File: src/rtl/mdu_pkg.sv
// Shared encodings for the HI/LO multiply/divide unit.
// Accumulate ops (MADD/MADDU/MSUB/MSUBU) are recognised only when MDU_MADD_EN is defined.
package mdu_pkg;

  typedef logic [3:0] mdu_op_t;

  localparam mdu_op_t MDU_MULT  = 4'd0;
  localparam mdu_op_t MDU_MULTU = 4'd1;
  localparam mdu_op_t MDU_DIV   = 4'd2;
  localparam mdu_op_t MDU_DIVU  = 4'd3;
  localparam mdu_op_t MDU_MTHI  = 4'd4;
  localparam mdu_op_t MDU_MTLO  = 4'd5;
  localparam mdu_op_t MDU_MADD  = 4'd8;
  localparam mdu_op_t MDU_MADDU = 4'd9;
  localparam mdu_op_t MDU_MSUB  = 4'd10;
  localparam mdu_op_t MDU_MSUBU = 4'd11;

  localparam logic [1:0] S_IDLE = 2'd0;
  localparam logic [1:0] S_MUL  = 2'd1;
  localparam logic [1:0] S_DIV  = 2'd2;
  localparam logic [1:0] S_FIX  = 2'd3;

  // Codes that the unit acts on; everything else is a silent no-op.
  function automatic logic is_mdu_op(input mdu_op_t op);
    case (op)
      MDU_MULT, MDU_MULTU, MDU_DIV, MDU_DIVU, MDU_MTHI, MDU_MTLO: return 1'b1;
`ifdef MDU_MADD_EN
      MDU_MADD, MDU_MADDU, MDU_MSUB, MDU_MSUBU: return 1'b1;
`endif
      default: return 1'b0;
    endcase
  endfunction

  // Multiply variants that treat both operands as two's complement.
  function automatic logic mul_is_signed(input mdu_op_t op);
    return (op == MDU_MULT) || (op == MDU_MADD) || (op == MDU_MSUB);
  endfunction

endpackage

File: src/rtl/mdu_hilo_if.sv
// Request/result bundle between the EX stage and the HI/LO unit.
interface mdu_hilo_if #(parameter int WIDTH = 32);
  logic             start;
  logic [3:0]       op;
  logic [WIDTH-1:0] a;
  logic [WIDTH-1:0] b;
  logic             busy;
  logic [WIDTH-1:0] hi;
  logic [WIDTH-1:0] lo;

  modport master (output start, op, a, b, input busy, hi, lo);
  modport slave  (input start, op, a, b, output busy, hi, lo);
endinterface

File: src/rtl/mdu_div_core.sv
// One restoring-division step per cycle on unsigned magnitudes.
// i_valid loads a new problem, i_step advances one bit, o_done rises after the step flagged i_last.
module mdu_div_core #(
  parameter int WIDTH = 32
) (
  input  logic             clk,
  input  logic             reset,
  input  logic             i_valid,
  input  logic [WIDTH-1:0] i_dividend,
  input  logic [WIDTH-1:0] i_divisor,
  input  logic             i_step,
  input  logic             i_last,
  output logic             o_done,
  output logic [WIDTH-1:0] o_quo,
  output logic [WIDTH-1:0] o_rem
);

  logic [WIDTH-1:0] r_rem;
  logic [WIDTH-1:0] r_quo;
  logic [WIDTH-1:0] r_dvs;
  logic             r_done;

  logic [WIDTH:0]   w_trial;
  logic [WIDTH-1:0] w_diff;
  logic             w_ge;

  // Shift the next dividend bit into the partial remainder and try the subtract.
  always_comb begin
    w_trial = {r_rem, r_quo[WIDTH-1]};
    w_ge    = (w_trial >= {1'b0, r_dvs});
    w_diff  = w_trial[WIDTH-1:0] - r_dvs;
  end

  // Load on a new request, otherwise commit one step per i_step.
  always_ff @(posedge clk or negedge reset) begin
    if (!reset) begin
      r_rem  <= '0;
      r_quo  <= '0;
      r_dvs  <= '0;
      r_done <= 1'b0;
    end else if (i_valid) begin
      r_rem  <= '0;
      r_quo  <= i_dividend;
      r_dvs  <= i_divisor;
      r_done <= 1'b0;
    end else if (i_step) begin
      r_rem  <= w_ge ? w_diff : w_trial[WIDTH-1:0];
      r_quo  <= {r_quo[WIDTH-2:0], w_ge};
      if (i_last) r_done <= 1'b1;
    end
  end

  assign o_done = r_done;
  assign o_quo  = r_quo;
  assign o_rem  = r_rem;

endmodule

File: src/rtl/mdu_hilo.sv
// Multi-cycle multiply/divide unit owning the architectural HI/LO pair.
// Optional feature macro: MDU_MADD_EN adds MADD/MADDU/MSUB/MSUBU accumulate ops.
//
// state  | meaning
// S_IDLE | ready; accepts start, MTHI/MTLO complete here
// S_MUL  | multiply in flight, commit when counter hits MUL_LAT-1
// S_DIV  | one restoring step per cycle, WIDTH steps
// S_FIX  | sign fix-up and commit of quotient/remainder
module mdu_hilo
  import mdu_pkg::*;
#(
  parameter int WIDTH   = 32,
  parameter int MUL_LAT = 5
) (
  input  logic     clk,
  input  logic     reset,
  mdu_hilo_if.slave bus
);

  localparam int CW = $clog2(WIDTH + 1);
  localparam logic [CW-1:0] MUL_TC = CW'(MUL_LAT - 1);
  localparam logic [CW-1:0] DIV_TC = CW'(WIDTH - 1);

  logic [1:0]       r_state;
  logic [CW-1:0]    r_cnt;
  logic             r_busy;
  logic [WIDTH-1:0] r_hi;
  logic [WIDTH-1:0] r_lo;
  logic [WIDTH-1:0] r_ma;
  logic [WIDTH-1:0] r_mb;
  logic             r_msigned;
`ifdef MDU_MADD_EN
  mdu_op_t          r_mop;
`endif
  logic             r_neg_q;
  logic             r_neg_r;
  logic             r_dz;

  logic             w_accept;
  logic             w_is_mul;
  logic             w_is_div;
  logic             w_div_signed;
  logic [WIDTH-1:0] w_mag_a;
  logic [WIDTH-1:0] w_mag_b;
  logic [WIDTH-1:0] w_quo;
  logic [WIDTH-1:0] w_rem;
  logic             w_div_done;
  logic [WIDTH-1:0] w_q;
  logic [WIDTH-1:0] w_r;
  logic [2*WIDTH-1:0] w_xa;
  logic [2*WIDTH-1:0] w_xb;
  logic [2*WIDTH-1:0] w_prod;
  logic [2*WIDTH-1:0] w_mul_res;

  assign w_accept = bus.start && !r_busy && (r_state == S_IDLE) && is_mdu_op(bus.op);

`ifdef MDU_MADD_EN
  assign w_is_mul = (bus.op == MDU_MULT) || (bus.op == MDU_MULTU) ||
                    (bus.op == MDU_MADD) || (bus.op == MDU_MADDU) ||
                    (bus.op == MDU_MSUB) || (bus.op == MDU_MSUBU);
`else
  assign w_is_mul = (bus.op == MDU_MULT) || (bus.op == MDU_MULTU);
`endif
  assign w_is_div     = (bus.op == MDU_DIV) || (bus.op == MDU_DIVU);
  assign w_div_signed = (bus.op == MDU_DIV);

  // Divider works on magnitudes; MIN_INT maps to 2^(WIDTH-1), which still fits unsigned.
  assign w_mag_a = (w_div_signed && bus.a[WIDTH-1]) ? -bus.a : bus.a;
  assign w_mag_b = (w_div_signed && bus.b[WIDTH-1]) ? -bus.b : bus.b;

  mdu_div_core #(.WIDTH(WIDTH)) u_div (
    .clk        (clk),
    .reset      (reset),
    .i_valid    (w_accept && w_is_div),
    .i_dividend (w_mag_a),
    .i_divisor  (w_mag_b),
    .i_step     (r_state == S_DIV),
    .i_last     (r_cnt == DIV_TC),
    .o_done     (w_div_done),
    .o_quo      (w_quo),
    .o_rem      (w_rem)
  );

  // Restore signs: quotient negative on differing signs, remainder follows the dividend.
  assign w_q = r_neg_q ? -w_quo : w_quo;
  assign w_r = r_neg_r ? -w_rem : w_rem;

  // Full 2*WIDTH product from the latched operands, plus optional accumulate.
  always_comb begin
    w_xa   = r_msigned ? {{WIDTH{r_ma[WIDTH-1]}}, r_ma} : {{WIDTH{1'b0}}, r_ma};
    w_xb   = r_msigned ? {{WIDTH{r_mb[WIDTH-1]}}, r_mb} : {{WIDTH{1'b0}}, r_mb};
    w_prod = w_xa * w_xb;
`ifdef MDU_MADD_EN
    case (r_mop)
      MDU_MADD, MDU_MADDU: w_mul_res = {r_hi, r_lo} + w_prod;
      MDU_MSUB, MDU_MSUBU: w_mul_res = {r_hi, r_lo} - w_prod;
      default:             w_mul_res = w_prod;
    endcase
`else
    w_mul_res = w_prod;
`endif
  end

  // Sequencing FSM with terminal-count compare; owns HI/LO and all commits.
  always_ff @(posedge clk or negedge reset) begin
    if (!reset) begin
      r_state   <= S_IDLE;
      r_cnt     <= '0;
      r_busy    <= 1'b0;
      r_hi      <= '0;
      r_lo      <= '0;
      r_ma      <= '0;
      r_mb      <= '0;
      r_msigned <= 1'b0;
`ifdef MDU_MADD_EN
      r_mop     <= MDU_MULT;
`endif
      r_neg_q   <= 1'b0;
      r_neg_r   <= 1'b0;
      r_dz      <= 1'b0;
    end else begin
      case (r_state)
        S_IDLE: begin
          if (w_accept) begin
            r_cnt <= '0;
            if (w_is_mul) begin
              r_ma      <= bus.a;
              r_mb      <= bus.b;
              r_msigned <= mul_is_signed(bus.op);
`ifdef MDU_MADD_EN
              r_mop     <= bus.op;
`endif
              r_state   <= S_MUL;
              r_busy    <= 1'b1;
            end else if (w_is_div) begin
              r_neg_q <= w_div_signed && (bus.a[WIDTH-1] ^ bus.b[WIDTH-1]);
              r_neg_r <= w_div_signed && bus.a[WIDTH-1];
              r_dz    <= (bus.b == '0);
              r_state <= S_DIV;
              r_busy  <= 1'b1;
            end else if (bus.op == MDU_MTHI) begin
              r_hi <= bus.a;
            end else if (bus.op == MDU_MTLO) begin
              r_lo <= bus.a;
            end
          end
        end
        S_MUL: begin
          if (r_cnt == MUL_TC) begin
            {r_hi, r_lo} <= w_mul_res;
            r_state      <= S_IDLE;
            r_busy       <= 1'b0;
          end else begin
            r_cnt <= r_cnt + 1'b1;
          end
        end
        S_DIV: begin
          if (r_cnt == DIV_TC) begin
            r_state <= S_FIX;
          end else begin
            r_cnt <= r_cnt + 1'b1;
          end
        end
        S_FIX: begin
          if (!r_dz && w_div_done) begin
            r_lo <= w_q;
            r_hi <= w_r;
          end
          r_state <= S_IDLE;
          r_busy  <= 1'b0;
        end
        default: begin
          r_state <= S_IDLE;
          r_busy  <= 1'b0;
        end
      endcase
    end
  end

  assign bus.busy = r_busy;
  assign bus.hi   = r_hi;
  assign bus.lo   = r_lo;

endmodule

File: src/flat_wrapper.sv
// flat-port wrapper written by rule: the top's interface ports become plain ports
module mdu_hilo_flat import mdu_pkg::*;
#(
  parameter int WIDTH   = 32,
  parameter int MUL_LAT = 5
)
  (clk, reset, bus_start, bus_op, bus_a, bus_b, bus_busy, bus_hi, bus_lo);
  mdu_hilo_if #(.WIDTH(WIDTH)) bus_i ();
  input  logic clk;
  input  logic reset;
  input wire logic [$bits(bus_i.start)-1:0] bus_start;
  input wire logic [$bits(bus_i.op)-1:0] bus_op;
  input wire logic [$bits(bus_i.a)-1:0] bus_a;
  input wire logic [$bits(bus_i.b)-1:0] bus_b;
  output wire logic [$bits(bus_i.busy)-1:0] bus_busy;
  output wire logic [$bits(bus_i.hi)-1:0] bus_hi;
  output wire logic [$bits(bus_i.lo)-1:0] bus_lo;
  assign bus_i.start = bus_start;
  assign bus_i.op = bus_op;
  assign bus_i.a = bus_a;
  assign bus_i.b = bus_b;
  assign bus_busy = bus_i.busy;
  assign bus_hi = bus_i.hi;
  assign bus_lo = bus_i.lo;
  mdu_hilo #(.WIDTH(WIDTH), .MUL_LAT(MUL_LAT)) u_core (.clk(clk), .reset(reset), .bus(bus_i));
endmodule
File: config.mk
export PLATFORM = sky130hd
export DESIGN_NAME = mdu_hilo_flat
export DESIGN_NICKNAME = d
export VERILOG_FILES = /design/src/rtl/mdu_pkg.sv /design/src/rtl/mdu_hilo_if.sv /design/src/rtl/mdu_div_core.sv /design/src/rtl/mdu_hilo.sv /design/src/flat_wrapper.sv
export SDC_FILE = /design/constraint.sdc
export NUM_CORES = 2
export LEC_CHECK = 0
export CAP_MARGIN = 20
export CORE_MARGIN = 10
export CORE_UTILIZATION = 50
export DETAILED_ROUTE_END_ITERATION = 7
export PLACE_DENSITY = 0.66
export REMOVE_ABC_BUFFERS = 1
export SLEW_MARGIN = 20
export SYNTH_ARGS = -nofsm -noshare
export SYNTH_HDL_FRONTEND = slang
export SYNTH_SLANG_ARGS = --single-unit
File: constraint.sdc
create_clock -name clk -period 17.6 [get_ports clk]
set_input_delay 3.52 -clock clk [delete_from_list [all_inputs] [get_ports clk]]
set_output_delay 3.52 -clock clk [all_outputs]
set_load 0.01 [all_outputs]
==> flow_results.org <==
** Synth
- During synthesis, Yosys emitted a total of 0 warnings.
- In the synthesized netlist, the cells that appear most often are inv_1, fa_1, nand2_1, and2_1, ha_1.
- Cell types with the largest area share after synthesis :: fa_1, inv_1, dfrtp_1, ha_1, and2_1
- The share of the Yosys chip area taken by registers is 0.0951.
- Flip-flop and latch count after synthesis :: 238
- Number of enable-type register cells in the synthesized netlist :: 0
- Cell area after synthesis :: around 63000 sq um
- In the synthesized netlist the dominant register cell turns out to be dfrtp_1.
- Most frequently used cell type in the post-synthesis netlist :: inv_1
- Area share of the largest cell type after synthesis :: 0.454
- Share of flip-flops with an asynchronous set or reset after synthesis :: 1.00
- Synth Instances :: 6742
- The number of different library cells used by synthesis comes to 78.
- Dividing the synthesized area by the synthesized cell count gives 9.29 sq um.
- Largest area contributor in the netlist :: fa_1

** CTS
- Number of buffers created by CTS :: 29
- For the worst-skew pair, the clock arrives at the later sink with an insertion delay of 0.64 ns.
- The cell sitting at the root of the clock tree is a clkbuf_16.
- Hold buffer count at cts :: 0
- CTS tree :: yes
- Gates resized during post-CTS repair numbered 0.
- In this run the post-CTS setup repair buffer count came out at 0.
- Clock-pin slew on the worst setup and hold paths :: around 0.060 ns
- CTS sink cnt :: 238
- Max clock buf depth :: 3
- H-tree depth :: 1

** Worst setup path
- Nature of the critical path startpoint :: flop
- Counting both buffers and inverters, the worst setup path holds a total of 9.
- CP Class :: flop to flop
- Maximum net fanout on the critical path :: 24
- The number of cells on the worst reg-to-reg path is 32.
- Data on the critical path is required at its endpoint by 18.14 ns.
- Category of the worst setup path capture point :: flop
- Among cell families on the critical path, the largest total delay comes from adder cells.
- Origin of the critical flop-to-flop path :: u_core.r_msigned
- FF-to-FF End :: u_core.bus.hi[31]
- Delay of the slowest cell on the worst path :: 0.88 ns
- Data arrival time at the worst-slack endpoint :: about 11 ns
- The worst register-to-register path has a setup slack of ~7.2 ns.
- The slowest stage of the critical path belongs to the cell fa_1.
- In this design, the critical path's most frequently occurring cell is fa_1.

** GRT
- In the global route stage, overall resource usage came out at 0.272.
- The total overflow left after global routing is 0.
- First-pass GRT wire length :: 295000 um
- Initial antenna violation count :: 9
- Entering global routing, the biggest net connects 116 pins.
- The via count of the first global-routing pass came to 49700.

** STA
- The worst pin sits at a relative slew slack of 0.162.
- Setup repair after global routing missed its margin :: false
- Based on the critical path, the design can be clocked at up to roughly 96 MHz.
- The tightest hold path in the finished design has a slack of around 0.48 ns.
- At the pin with the least slew margin, the transition time is approximately 1.2 ns.
- Period utilisation layout :: 0.592
- Count of final hold-check violations :: 0
- Post-layout min period :: 10.43 ns
- Setup Skew :: 0.0367 ns
- Number of failing setup endpoints in the final timing report :: 0
- The number of pins with negative max-slew slack in the final report is 0.
- Setup total negative slack on the finished layout was measured at 0 ns.

** Job
- Max-cap violations :: 0

** Die
- Number of rows in the core area :: roughly 130
- Die W :: 374 um
- Die footprint :: 140000 sq um
- For this design the top-level I/O count stands at between 100 and 150.
- The floorplan step defined a core boundary enclosing between 100000 and 150000 sq um.
- Vert. Die Dim :: 374 um
- For this configuration, the core starts out at a cell density of 0.505.

** Drt
- Vias :: ~46000
- Detailed-route DRC error count :: 0
- Dividing the detail-routed via count by the number of cells gives 5.53.
- After detailed routing, the average wire length per cell comes to 22.5 um.
- The routed design has 187000 um of wire.
- Antenna viol nets, final :: 0
- Number of detailed-route iterations in the first pass :: 6
- In this run, the number of DRC markers left after iteration 0 of detailed routing was approximately 3400.

** Cells and area
- At the end of the flow, the number of nets in the layout was 8499.
- 0 antenna diodes ended up in the layout.
- At the end of the flow the core is filled with cells to 0.536.
- Share of final-layout standard cells stronger than drive strength 1 :: 0.0401
- Area added between synthesis and finish :: 6.20%
- After the flow finishes, the layout carries non-filler instances totaling 8317.

** Place
- Final weighted congestion in routability-driven placement :: 0.958
- Placed wire-length estimate after detailed placement :: 151000 um
- Buffers on Ports :: 135
- Once placement completed, the tool counted placed cells totaling 8262.

** Outcome
- Run status :: completed

** Worst hold path
- In this run the most critical hold path is launched from u_core.u_div.r_dvs[26].
- Hold Crit Class :: flop to flop
- End point of the worst hold path :: u_core.u_div.r_dvs[26]
- The worst hold path was traced through 2 stages.
==> area by class of cell <==
class	count	area, sq um
clock buffers	44	872
clock inverters	9	101
fillers	11300	57600
inverters	1592	5980
multi-input cells	4575	49500
flip-flops and latches	238	5980
well taps	1637	2050
repair buffers	222	2050
==> per-layer routing <==
metal  global-route usage  routed length (um)  share of wire  up-vias
li1                     -                   -              -    20000
met1                0.354               75100           0.40    23900
met2                0.459               91300           0.49     1685
met3               0.0362               12100          0.064      389
met4                0.102                8610          0.046        0
met5                    0                   0              0        -
==> worst max-delay path by stage <==
stage / from / endpoint / slack [ns] / cells past startpoint
global placement: u_core.r_msigned / u_core.bus.hi[31] / 7.31 / 32
CTS: u_core.r_msigned / u_core.bus.hi[31] / 7.21 / 32
detailed placement: u_core.r_msigned / u_core.bus.hi[31] / 7.22 / 32
floorplan: u_core.r_ma[31] / u_core.bus.hi[25] / 7.86 / 27
finish: u_core.r_msigned / u_core.bus.hi[31] / 7.17 / 32
global route: u_core.r_msigned / u_core.bus.hi[23] / 6.65 / 32
==> logic make-up after synthesis <==
logic type | after synthesis | share of synthesized area
buffers and inverters | 1929 | 0.116
adders and majority gates | 1774 | 0.524
and+or+nand+nor | 1693 | 0.134
AOI/OAI and AO/OA | 717 | 0.0725
xor gates and xnor gates | 260 | 0.0363
DFF | 238 | 0.0951
muxes | 131 | 0.0223
==> flip-flops by register name (all words and copies together), names as in the netlist <==
name                 cells
u_core.bus.hi           32
u_core.bus.lo           32
u_core.r_ma             32
u_core.r_mb             32
u_core.u_div.o_quo      32
u_core.u_div.o_rem      32
u_core.u_div.r_dvs      32
u_core.r_cnt             6
u_core.r_state           2
u_core.bus.busy          1
u_core.r_dz              1
u_core.r_msigned         1
u_core.r_neg_q           1
u_core.r_neg_r           1
u_core.u_div.o_done      1
==> metrics by stage <==
step	setup slack, ns	instance area (sq um)
2_1_floorplan	7.86	61400
3_3_place_gp	7.31	65500
3_5_place_dp	7.22	65500
4_1_cts	7.21	66500
5_1_grt	6.65	66500
6_report	7.17	66500
==> placed cells by master (no fill, tap or decap), types with 35 or more instances in the layout <==
cell / count
inv_1: 1591
dfrtp_1: 220
xor2_1: 66
ha_1: 347
nor3_1: 35
clkdlybuf4s50_1: 134
buf_4: 84
mux2_2: 68
a21o_1: 55
xnor2_1: 194
a21oi_1: 188
fa_1: 1420
mux2i_1: 63
nor2_1: 123
nand2_1: 755
o31ai_1: 36
o21ai_0: 215
and2_1: 582
==> worst reg2reg max path: cells and delay by family (launching register included) <==
kind	cells	cell delay, ns
AND/OR/NAND/NOR	7	1.40
adder cells (fa/ha/maj)	11	6.00
buffers and inverters	9	1.25
AO/OA/AOI/OAI	5	1.34
flip-flops	1	0.36
Power is not shown: default switching activity piles up to over one toggle a cycle in this logic, so the estimate is an artifact.
